File: src/rtl/rc_rr_arbiter.sv
// rc_rr_arbiter
//
// Round-robin arbiter sharing one downstream resource among N requesters.
// Priority is a one-hot rotating token that starts at the MSB and walks
// downward (bit N-1 -> ... -> bit 0 -> bit N-1). A grant is locked until the
// owner releases it (done strobe or dropped request) or until it has been
// held for MAX_HOLD cycles, after which a one-cycle gap separates grants.
//
// Ports:
//   clk        in   1  clock, rising edge
//   ori        in   1  asynchronous active-high reset
//   req        in   N  level request lines, one per requester
//   done       in   N  release strobes; only the current owner's bit counts
//   gnt        out  N  registered one-hot grant (or zero)
//   gnt_valid  out  1  registered OR of gnt
//   token      out  N  registered one-hot priority pointer
//   timeout    out  1  one-cycle pulse when a grant is forcibly released
//   busy       out  1  high while granting or in the post-grant gap
module rc_rr_arbiter #(
    parameter int N        = 3,
    parameter int MAX_HOLD = 8,
    localparam int CW      = (MAX_HOLD > 0) ? $clog2(MAX_HOLD + 1) : 1
) (
    input  logic         clk,
    input  logic         ori,
    input  logic [N-1:0] req,
    input  logic [N-1:0] done,
    output logic [N-1:0] gnt,
    output logic         gnt_valid,
    output logic [N-1:0] token,
    output logic         timeout,
    output logic         busy
);

    typedef enum logic [1:0] {
        IDLE  = 2'd0,
        GRANT = 2'd1,
        GAP   = 2'd2
    } state_t;

    localparam logic [CW-1:0] HOLD_LIM = CW'(MAX_HOLD);
    localparam logic [CW-1:0] CNT_MAX  = '1;
    localparam logic [CW-1:0] CNT_ONE  = CW'(1);
    localparam logic [N-1:0]  TOKEN_RST = {1'b1, {(N-1){1'b0}}};

    state_t        state;
    state_t        state_nxt;
    logic [CW-1:0] cnt;
    logic [CW-1:0] cnt_nxt;
    logic [N-1:0]  gnt_nxt;
    logic [N-1:0]  token_nxt;
    logic          timeout_nxt;
    logic          hold_release;
    logic          hold_expired;

    // One step along the ring: bit k moves to bit k-1, bit 0 wraps to N-1.
    function automatic logic [N-1:0] ring_next(input logic [N-1:0] v);
        return {v[0], v[N-1:1]};
    endfunction

    // First requester at or after the token position, walking in ring order.
    // The mask is rotated instead of indexed so the search is pure bit logic.
    function automatic logic [N-1:0] pick(input logic [N-1:0] r,
                                          input logic [N-1:0] t);
        logic [N-1:0] m;
        logic [N-1:0] sel;
        logic         found;
        m     = t;
        sel   = '0;
        found = 1'b0;
        for (int i = 0; i < N; i++) begin
            if (!found && |(r & m)) begin
                sel   = r & m;
                found = 1'b1;
            end
            m = ring_next(m);
        end
        return sel;
    endfunction

    // gnt is one-hot in GRANT, so masking with it isolates the owner's bits.
    assign hold_release = (|(done & gnt)) || !(|(req & gnt));
    assign hold_expired = (MAX_HOLD != 0) && (cnt == HOLD_LIM);

    // State register; every output is a flop so nothing leaks combinationally.
    always_ff @(posedge clk or posedge ori) begin
        if (ori) begin
            state     <= IDLE;
            cnt       <= '0;
            gnt       <= '0;
            gnt_valid <= 1'b0;
            token     <= TOKEN_RST;
            timeout   <= 1'b0;
            busy      <= 1'b0;
        end else begin
            state     <= state_nxt;
            cnt       <= cnt_nxt;
            gnt       <= gnt_nxt;
            gnt_valid <= |gnt_nxt;
            token     <= token_nxt;
            timeout   <= timeout_nxt;
            busy      <= (state_nxt != IDLE);
        end
    end

    // Next-state logic
    always_comb begin
        state_nxt = state;
        unique case (state)
            IDLE:    if (|req) state_nxt = GRANT;
            GRANT:   if (hold_release || hold_expired) state_nxt = GAP;
            GAP:     state_nxt = IDLE;
            default: state_nxt = IDLE;
        endcase
    end

    // Output / datapath next values
    always_comb begin
        gnt_nxt     = gnt;
        token_nxt   = token;
        cnt_nxt     = cnt;
        timeout_nxt = 1'b0;
        unique case (state)
            IDLE: begin
                if (|req) begin
                    gnt_nxt = pick(req, token);
                    cnt_nxt = CNT_ONE;
                end
            end
            GRANT: begin
                if (hold_release || hold_expired) begin
                    gnt_nxt     = '0;
                    token_nxt   = ring_next(gnt);
                    cnt_nxt     = '0;
                    // An owner release on the limit cycle is not a timeout.
                    timeout_nxt = !hold_release;
                end else if (cnt != CNT_MAX) begin
                    cnt_nxt = cnt + CNT_ONE;
                end
            end
            GAP: begin
                gnt_nxt = '0;
            end
            default: begin
                gnt_nxt = '0;
            end
        endcase
    end

endmodule

File: config.mk
export PLATFORM = sky130hd
export DESIGN_NAME = rc_rr_arbiter
export DESIGN_NICKNAME = d
export VERILOG_FILES = /design/src/rtl/rc_rr_arbiter.sv
export SDC_FILE = /design/constraint.sdc
export NUM_CORES = 1
export LEC_CHECK = 0
export CORE_ASPECT_RATIO = 1.75
export CORE_MARGIN = 4
export CORE_UTILIZATION = 40
export CTS_BUF_LIST = sky130_fd_sc_hd__clkbuf_8
export CTS_CLUSTER_SIZE = 12
export DETAILED_ROUTE_END_ITERATION = 8
export PLACE_DENSITY = 0.62
export SETUP_SLACK_MARGIN = 0.1
export SLEW_MARGIN = 30
export SYNTH_ARGS = -nofsm -noshare
export SYNTH_HDL_FRONTEND = slang
export SYNTH_SLANG_ARGS = --single-unit
File: constraint.sdc
create_clock -name clk -period 2.9 [get_ports clk]
set_input_delay 0.58 -clock clk [delete_from_list [all_inputs] [get_ports clk]]
set_output_delay 0.58 -clock clk [all_outputs]
set_load 0.05 [all_outputs]
# Word level (Yosys, flattened, before mapping)
# Cells that the tools add are included.
# op_classes
n_addsub	1
n_eq_ne	5
mul	0
reduce_logical	20
div_mod_pow	0
magnitude_cmp	0
bitwise	5
mux	21
shift	0
# ops
op	count
3-bit OR reduction	7
3-bit AND	5
3-bit two-way mux	5
4-bit two-way mux	3
1-bit two-way mux	8
4-bit case mux with 2 select lines	1
3-bit case mux with 2 select lines	1
4-bit by 1-bit adder with 4-bit output, second input constant	1
4-bit equality test, second input constant	1
1-bit zero test	4
2-bit two-way mux	2
4-bit inequality test, second input constant	1
2-bit case mux with 2 select lines	1
2-bit nonzero test	2
3-bit inequality test, second input constant	1
3-bit AND reduction	1
2-bit by 1-bit equality test with 1-bit output, second input constant	1
1-bit logical AND	2
2-bit zero test	1
1-bit logical OR	2
2-bit inequality test, second input constant	1
2-bit AND reduction	1
# word_totals
rom_bits	0
output_inout_bits	9
mem_bits_rw	0
n_memories	0
latchBits	0
elab_cells	59
inputBits	8
register_bits	15

# Depth between registers and ports, before layout
# Gate-level depths: netlist of the first run.
# depth
depth_word	16
depth_mapped	6
depth_no_buf	6

# Worst setup path after synthesis of the first run
# Ideal clock, no wire load.
# synth_timing
path_kind	input-to-reg
startpoint	in req[0]
endpoint	reg token[0]
stages	5
arrival_ns	1.842
path_buffers	1
slack_ns	0.933
setup_time_ns	0.125
t_required_ns	2.775
path_cell_list	buf_6 -> a222oi_1 -> nor2b_2 -> a21o_4 -> mux2_4
# synth_via
elab_chain_len	6
# synth_rtl
item	line_no	text
start: declaration	26	input logic [N-1:0] req,
3-bit AND	82	assign hold_release = (|(done & gnt)) || !(|(req & gnt));
3-bit OR reduction	82	
1-bit zero test	82	
1-bit logical OR	82	
1-bit logical OR	131	if (hold_release || hold_expired) begin
2-bit AND reduction (no line)	--	
end signal: assignment	100	token <= token_nxt;
end: declaration	30	output logic [N-1:0] token,
# No other way between the ends.
# A chain may end at the register's enable or synchronous reset.

# Final worst setup path of the first run
# layout_timing
startpoint	in req[0]
endpoint	reg token[1]
# Same word-level chain as after synthesis.

==> summary.txt, run 1 <==
Largest net degree at the start of global routing: 16
Top delay family on crit path: compound AO/OA/AOI/OAI gates
Worst reg2reg endpoint: cnt[2]
Register bit total from synthesis: 15
I/O Buffers: 16
First-pass GRT wire length: 3539 um
Worst EP arrival: 2440 ps
Crit path kind: in2reg
Status: finished, final reports clean
Drt wl/cell: 15.60 um
Initial Utilization: 42.42%
Synthesized net count: 97
Routed vias/inst: 5.822
Synth-to-layout area growth: 24.18%
Setup_tns: 0 ps
Clock slew at reported path FFs: 60 ps
H-tree depth: 1
Total iterations of the first detailed-routing run: 4
Hold_sp: cnt[2]
Crit path buf inv count: 1
Startpoint Class: input port
FP Rows: 22
Critical Path End Type: flip-flop
Setup bufs post-CTS: 0
Setup violations, final: 0
CTS sink cnt: 15
Worst R2R Start: gnt[0]
Synthesized area: 910.9 um^2
P per Cell Area: 532.2 mW/mm^2
Number of global-route vias before repair: 794
Clock Latency Late Sink: 240 ps
CP startpoint: req[0]
Reg-to-reg slack, setup: 980 ps
# resized after CTS: 0
CP Cell Sequence: clkdlybuf4s50_1 > a222oi_1 > nor2b_2 > a21o_4 > mux2_4
Total GRT Usage: 14.84%
R2r worst-path depth: 4
Die area: 0.003134 mm^2
DRC viols: 0
Initial antenna violation count: 0
RD Place Congestion: 0.8612
Max-cap violations: 0
Die Ht: 71.13 um
Mean Syn Cell Area: 10.47 um^2
CTS Root Cell: clkbuf_8
Core area: 0.002147 mm^2
Min Tclk post-route: 2312 ps
Ports: 17
Period utilization: 79.74%
Slowest CP cell: a222oi_1
Final Skew: 0.9990 ps
Highest-count cells in the layout ignoring fill and taps: 16 x clkdlybuf4s50_1, 14 x dfrtp_1, 8 x inv_1
Share of post-route cells with drive strength above 1: 14.29%
Slew @ Worst Pin: 577.7 ps
TritonCTS clock tree: built
VDD IR max: 0.0004381 V
Crit path capture: token[1]
Antenna Cells: 0
Grt total ovfl: 0
Library cells used by synthesis: 45
Max stage delay on crit path: 630 ps
Hold_buf cts: 0
Highest Clock Rate: 0.4324 GHz
Drt total wl: 2013 um
Nets: 116
Via Count: 751
Critical Path Stages: 5
RSZ-0062 raised after global routing: false
Critical-path maximum fanout: 10
Worst Hold Class: reg2reg
HPWL Detailed: 1540 um
Clock buffer count from CTS: 3
Number of routed nets with antenna violations: 0
Synth warnings: 0
Most used DFF post-synth: dfrtp_1
EDFF count, synth: 0
Slew headroom: 61.49%
Commonest non-fill, non-tap cell in the layout: clkdlybuf4s50_1
Leakage power total: 0.4834 nW
Final hold viol count: 0
Slew Limit Fails: 0
WP data required: 3030 ps
Seq/Total Area, Yosys: 41.35%
Synth async-reset ratio: 100.0%
DRT iter0 DRCs: 15
Clk buf depth: 2
Tot Pwr: 0.0006020 W
Die width: 44.07 um
Cells after Synth: 87
-- kinds of logic (layout without fill, tap and decap cells) --
group	after synthesis	in the layout	synth area share, %
AOI/OAI and AO/OA	22	22	19.37
adders and majority gates	2	2	2.747
buffers and inverters	9	27	4.533
DFF	15	15	41.35
muxes	4	4	6.044
and+or+nand+nor	35	35	25.96
-- worst min-delay path by stage --
stage / to / slack, ps / depth (start not counted)
CTS: cnt[2] / 580 / 1
floorplan: busy / 480 / 1
global placement: cnt[2] / 560 / 1
finish: cnt[2] / 580 / 1
detailed placement: cnt[2] / 560 / 1
global route: cnt[2] / 620 / 1
-- layer usage --
| metal | part of all wire [%] | wire length, um | track usage, % | vias to the layer above |
|---|---|---|---|---|
| li1 | - | - | - | 367 |
| met1 | 39 | 782 | 16.29 | 369 |
| met2 | 55 | 1116 | 26.95 | 11 |
| met3 | 3.8 | 76 | 1.527 | 4 |
| met4 | 1.9 | 38 | 7.047 | 0 |
| met5 | 0 | 0 | 0 | - |
-- worst reg2reg max path, delay by kind of cell (launching register included) --
family	cells	cell delay (ps)
DFF	1	440
AOI/OAI and AO/OA	3	870
and+or+nand+nor	1	560
-- registers in the layout (all words and copies together) (netlist names) --
name	count
busy	1
cnt	4
gnt	3
gnt_valid	1
state	2
timeout	1
token	3
-- report_power, final --
part | leakage, nW | internal [W] | total, W | switching (W)
Combinational | 0.260 | 0.0000696 | 0.000172 | 0.000103
Sequential | 0.197 | 0.000235 | 0.000268 | 0.0000326
Clock | 0.0269 | 0.0000936 | 0.000162 | 0.0000681
-- cell type report --
| class | count | area [um^2] |
|---|---|---|
| sequential | 15 | 376.6 |
| multi-input combinational | 63 | 493.0 |
| clock buffer | 3 | 41.29 |
| fill | 228 | 1016 |
| inverter | 7 | 26.28 |
| tap | 24 | 30.03 |
| timing repair buffer | 16 | 160.2 |
| clock inverter | 1 | 3.754 |
-- stage by stage --
step	utilization [%]	cells	setup slack [ps]	hold slack, ps	cell area, um^2
2_1_floorplan	-	87	933.4	480.8	910.9
3_3_place_gp	50.58	125	385.8	563.6	1086
3_5_place_dp	50.58	125	317.8	564.7	1086
4_1_cts	52.68	129	566.6	579.8	1131
5_1_grt	52.68	129	467.2	621.4	1131
6_report	52.68	129	587.6	576.6	1131
-- cell usage after synthesis (2+ instances only) --
cell,count,area [um^2]
a211oi_1,2,15.01
a21o_1,3,22.52
a21oi_1,2,10.01
a222oi_1,2,20.02
a31oi_1,2,12.51
dfrtp_1,14,350.3
ha_1,2,25.02
inv_1,7,26.28
mux2_4,3,45.04
nand2_1,4,15.01
nand2b_1,3,18.77
nand3_1,2,10.01
nand3b_1,2,15.01
nor2_1,2,7.510
nor2b_1,2,12.51
nor3_1,5,25.02
o32ai_1,2,17.52
(Power assumes the default switching activity.)
==> run 2, diff against run 1 <==
PLACE_DENSITY = 0.64   (was 0.62)
clock period = 2.1 ns   (was 2.9 ns; I/O delays follow)
==> run 2 against run 1 <==
Cell area is 11% higher. Critical path depth is 1 higher. Global-route usage is 2.3 points higher. Routed wire length is 12% higher. Largest power group unchanged. Total power is 47% higher. Sequential power is 36% higher.
==> summary.txt, run 2 (synthesis results as in run 1) <==
Slew Limit Fails: 0
R2r worst-path depth: 4
Clock Latency Late Sink: 250 ps
Setup bufs post-CTS: 0
Largest register by flop count: cnt
Die area: 0.003134 mm^2
Drt total wl: 2261 um
Setup_tns: 0 ps
Area of the multi-input gates: 506.7 um^2
Highest Clock Rate: 0.5138 GHz
Crit path kind: in2reg
CTS sink cnt: 15
Largest net degree at the start of global routing: 16
VDD IR max: 0.0004996 V
Grt total ovfl: 0
Nets: 130
Register area: 376.6 um^2
Share of post-route cells with drive strength above 1: 28.57%
TritonCTS clock tree: built
Final Skew: 7.130 ps
Clock buffer count from CTS: 3
Fillers: 207
Int Power: 0.0005858 W
Tot Pwr: 0.0008836 W
Utilization after layout: 58.45%
Min Tclk post-route: 1946 ps
Critical Path End Type: flip-flop
Max-cap violations: 0
Period utilization: 92.68%
Slew headroom: 61.87%
DRT iter0 DRCs: 11
Post-placement cell area: 0.001189 mm^2
Worst EP arrival: 2080 ps
Switching power: 0.0002978 W
Drt wl/cell: 15.81 um
Total GRT Usage: 17.14%
Commonest non-fill, non-tap cell in the layout: buf_4
Leakage power total: 0.6169 nW
Clk buf depth: 2
Number of global-route vias before repair: 843
RD Place Congestion: 0.9055
Initial antenna violation count: 0
RSZ-0062 raised after global routing: true
Antenna Cells: 0
Initial Utilization: 42.42%
Sequential share of power: 41.3%
Regs by FF count: cnt (4), gnt (3), token (3)
Via Count: 802
FP Rows: 22
Routed vias/inst: 5.608
First-pass GRT wire length: 3967 um
Ports: 17
Core area: 0.002147 mm^2
Worst Hold Class: in2async
Startpoint Class: input port
Setup violations, final: 0
Clock slew at reported path FFs: 60 ps
I/O Buffers: 16
HPWL Detailed: 1793 um
Number of routed nets with antenna violations: 0
Hold_buf cts: 0
WP data required: 2240 ps
P per Cell Area: 704.1 mW/mm^2
CTS Root Cell: clkbuf_8
Final instance area: 0.001255 mm^2
Status: finished, final reports clean
Switching share of total power: 33.70%
Combinational Power Share: 32.4%
Final hold viol count: 0
Die Ht: 71.13 um
DRC viols: 0
Clock group share of total power: 26.3%
Synth-to-layout area growth: 37.77%
Highest-count cells in the layout ignoring fill and taps: 15 x buf_4, 14 x dfrtp_1, 11 x clkdlybuf4s50_1
H-tree depth: 1
Total iterations of the first detailed-routing run: 4
Die width: 44.07 um
Max reg flops: 4
Critical-path maximum fanout: 4
Slew @ Worst Pin: 571.3 ps
run 2: cell types whose count changed in the layout (fill, tap and decap cells not counted), sizes merged:
cell / change
dlygate4sd2: +1
inv: -1
dlymetal6s2s: +3
buf: +15
clkinv: +1
clkdlybuf4s50: -5
run 2: path summary, 6_finish.rpt:
| path | startpoint | to | slack (ps) |
|---|---|---|---|
| worst max-delay path | req[0] | token[0] | 150 |
| worst min-delay path | ori | busy | 520 |
| worst max register to register | gnt[1] | cnt[2] | 270 |
| worst min register to register | cnt[1] | cnt[1] | 580 |
| max in group asynchronous | ori | gnt_valid | 1200 |
| min in group clk | cnt[1] | cnt[1] | 580 |
run 2: worst max-delay path, stage by stage:
cell             delay [ps]
clkdlybuf4s50_1         470
a222oi_1                390
buf_4                   190
nor2b_2                  60
a21o_4                  250
mux2_4                  300
run 2: power by group through the flow:
stage | sequential, W | clock [W] | combinational [W]
finish | 0.000365 | 0.000233 | 0.000286
global route | 0.000372 | 0.000262 | 0.000313
CTS | 0.000364 | 0.000242 | 0.000282
detailed placement | 0.000369 | 0 | 0.000280
global placement | 0.000370 | 0 | 0.000282
floorplan | 0.000390 | 0 | 0.000149
run 2: routing by layer:
layer	GRT usage, %	vias to the layer above	wire (um)	share of wire (%)
li1	-	394	-	-
met1	17.68	384	827	37
met2	30.52	18	1290	57
met3	3.562	6	69	3.1
met4	9.396	0	74	3.3
met5	0	-	0	0
run 2: area by class of cell:
class,instances,area share (%)
well taps,24,2.393
multi-input cells,63,40.38
clock buffers,3,3.290
flip-flops and latches,15,30.01
repair buffers,30,21.44
clock inverters,1,0.3988
inverters,7,2.094
run 2: stage by stage:
step,hold WS (ps),std cells,setup WS [ps]
6_report,519.5,143,153.6
5_1_grt,560.8,143,76.62
4_1_cts,535.1,143,107.9
3_5_place_dp,567.6,139,-100.4
3_3_place_gp,555.4,139,-76.92
2_1_floorplan,320.8,87,164.0
run 2: repair_timing:
action,CTS,global route
resized for setup,1,7
endpoints found under the setup margin,1,10
pin swaps,0,1
==> run 3, diff against run 2 <==
TNS_END_PERCENT = 5   (was unset)
==> run 3 against run 2 <==
Count of clock-buffer cells in the layout stayed put. Routed wire length down 1.7%. Setup slack got worse by 32 ps. Critical path depth fell by 5. Cell area shrank 1.3%. Sequential power about the same. Critical endpoint is now gnt[2].
==> summary.txt, run 3 (synthesis results as in run 1) <==
Number of global-route vias before repair: 843
Synth-to-layout area growth: 35.99%
Die Ht: 71.13 um
Max stage delay on crit path: 850 ps
RSZ-0062 raised after global routing: true
Grt total ovfl: 0
Drt wl/cell: 15.55 um
Slew @ Worst Pin: 572.4 ps
Switching share of total power: 33.54%
Highest-count cells in the layout ignoring fill and taps: 15 x buf_4, 14 x dfrtp_1, 14 x clkdlybuf4s50_1
Antenna Cells: 0
Post-Layout Cell Count: 143
Combinational Power Share: 31.8%
Ports: 17
HPWL Detailed: 1793 um
Min Tclk post-route: 1979 ps
WP data required: 1680 ps
DRC viols: 0
Final hold slack: 518.7 ps
Reg-to-reg slack, setup: 280 ps
Max reg flops: 4
Fillers: 205
Setup_tns: 0 ps
Die width: 44.07 um
RD Place Congestion: 0.9055
Total iterations of the first detailed-routing run: 4
Worst EP arrival: 1560 ps
Largest register by flop count: cnt
Post-placement cell area: 0.001189 mm^2
VDD IR max: 0.0005028 V
Setup bufs post-CTS: 0
Worst R2R Start: gnt[1]
Slew headroom: 61.80%
Worst reg2reg endpoint: cnt[1]
Core area: 0.002147 mm^2
Initial antenna violation count: 0
Crit path buf inv count: 1
Critical-path maximum fanout: 6
Slowest CP cell: clkdlybuf4s50_1
Total GRT Usage: 17.14%
CTS sink cnt: 15
Status: finished, final reports clean
R2r worst-path depth: 4
I/O Buffers: 16
Nets: 130
Clock slew at reported path FFs: 60 ps
Via Count: 785
Initial Utilization: 42.42%
Clock group share of total power: 26.8%
Utilization after layout: 57.69%
Worst Hold Class: in2async
Crit path kind: reg2out
Final hold viol count: 0
CP Cell Sequence: clkdlybuf4s50_1
Clk buf depth: 2
Routed vias/inst: 5.490
Largest net degree at the start of global routing: 16
Slew Limit Fails: 0
Placed Instances: 139
FP Rows: 22
Leakage power total: 0.5591 nW
Area of the multi-input gates: 498.0 um^2
Switching power: 0.0002948 W
Number of routed nets with antenna violations: 0
Clock Latency Late Sink: 250 ps
Max-cap violations: 0
Clock buffer count from CTS: 3
Commonest non-fill, non-tap cell in the layout: buf_4
Period utilization: 94.22%
DRT iter0 DRCs: 9
Setup violations, final: 0
Startpoint Class: flip-flop
Highest Clock Rate: 0.5054 GHz
Drt total wl: 2223 um
TritonCTS clock tree: built
H-tree depth: 1
Die area: 0.003134 mm^2
Sequential share of power: 41.4%
Final instance area: 0.001239 mm^2
Critical Path End Type: output port
CTS Root Cell: clkbuf_8
Final Skew: 6.693 ps
Share of post-route cells with drive strength above 1: 26.89%
Register area: 376.6 um^2
First-pass GRT wire length: 3967 um
Top delay family on crit path: buffers and inverters
P per Cell Area: 709.4 mW/mm^2
Int Power: 0.0005839 W
Regs by FF count: cnt (4), gnt (3), token (3)
==> run 3: changes by cell type in the layout (fill, tap and decap cells not counted), sizes merged <==
cell           before  now
clkdlybuf4s50      11   14
dlymetal6s2s        3    0
==> run 3: worst max path at each step <==
stage               cells past startpoint     from  slack [ps]  endpoint
finish                                  1   gnt[2]         120    gnt[2]
floorplan                               4   gnt[0]         160    cnt[2]
global placement                        5  done[0]         -80    cnt[1]
CTS                                     1   gnt[1]         110    gnt[1]
detailed placement                      6   req[0]        -100  token[1]
global route                            5  done[1]          60    cnt[1]
==> run 3: power groups by stage <==
stage | Sequential (W) | Clock (W) | Combinational [W]
detailed placement | 0.000369 | 0 | 0.000280
floorplan | 0.000390 | 0 | 0.000149
global route | 0.000372 | 0.000262 | 0.000308
finish | 0.000364 | 0.000236 | 0.000279
CTS | 0.000364 | 0.000242 | 0.000282
global placement | 0.000370 | 0 | 0.000282
==> run 3: layout make-up <==
type                       instances  area share [%]
multi-input combinational         63           40.20
sequential                        15           30.40
timing repair buffer              30           21.11
clock buffer                       3           3.333
tap                               24           2.424
inverter                           7           2.121
clock inverter                     1          0.4040
==> run 3: per-layer routing <==
layer | up-vias | routed length (um) | global-route usage (%)
li1 | 397 | - | -
met1 | 368 | 843 | 17.68
met2 | 14 | 1229 | 30.52
met3 | 6 | 76 | 3.562
met4 | 0 | 74 | 9.396
met5 | - | 0 | 0
==> run 3: stage by stage <==
stage / power (W) / worst slack, ps
6_report: 0.0008787 / 121.3
5_1_grt: 0.0009420 / 55.79
4_1_cts: 0.0008887 / 107.9
3_5_place_dp: 0.0006494 / -100.4
3_3_place_gp: 0.0006516 / -76.92
2_1_floorplan: 0.0005395 / 164.0
==> run 3: what timing repair did <==
item / 4_1_cts / 5_1_grt
resized for setup: 1 / 2
endpoints found under the setup margin: 1 / 10
hold buffers: 0 / 0
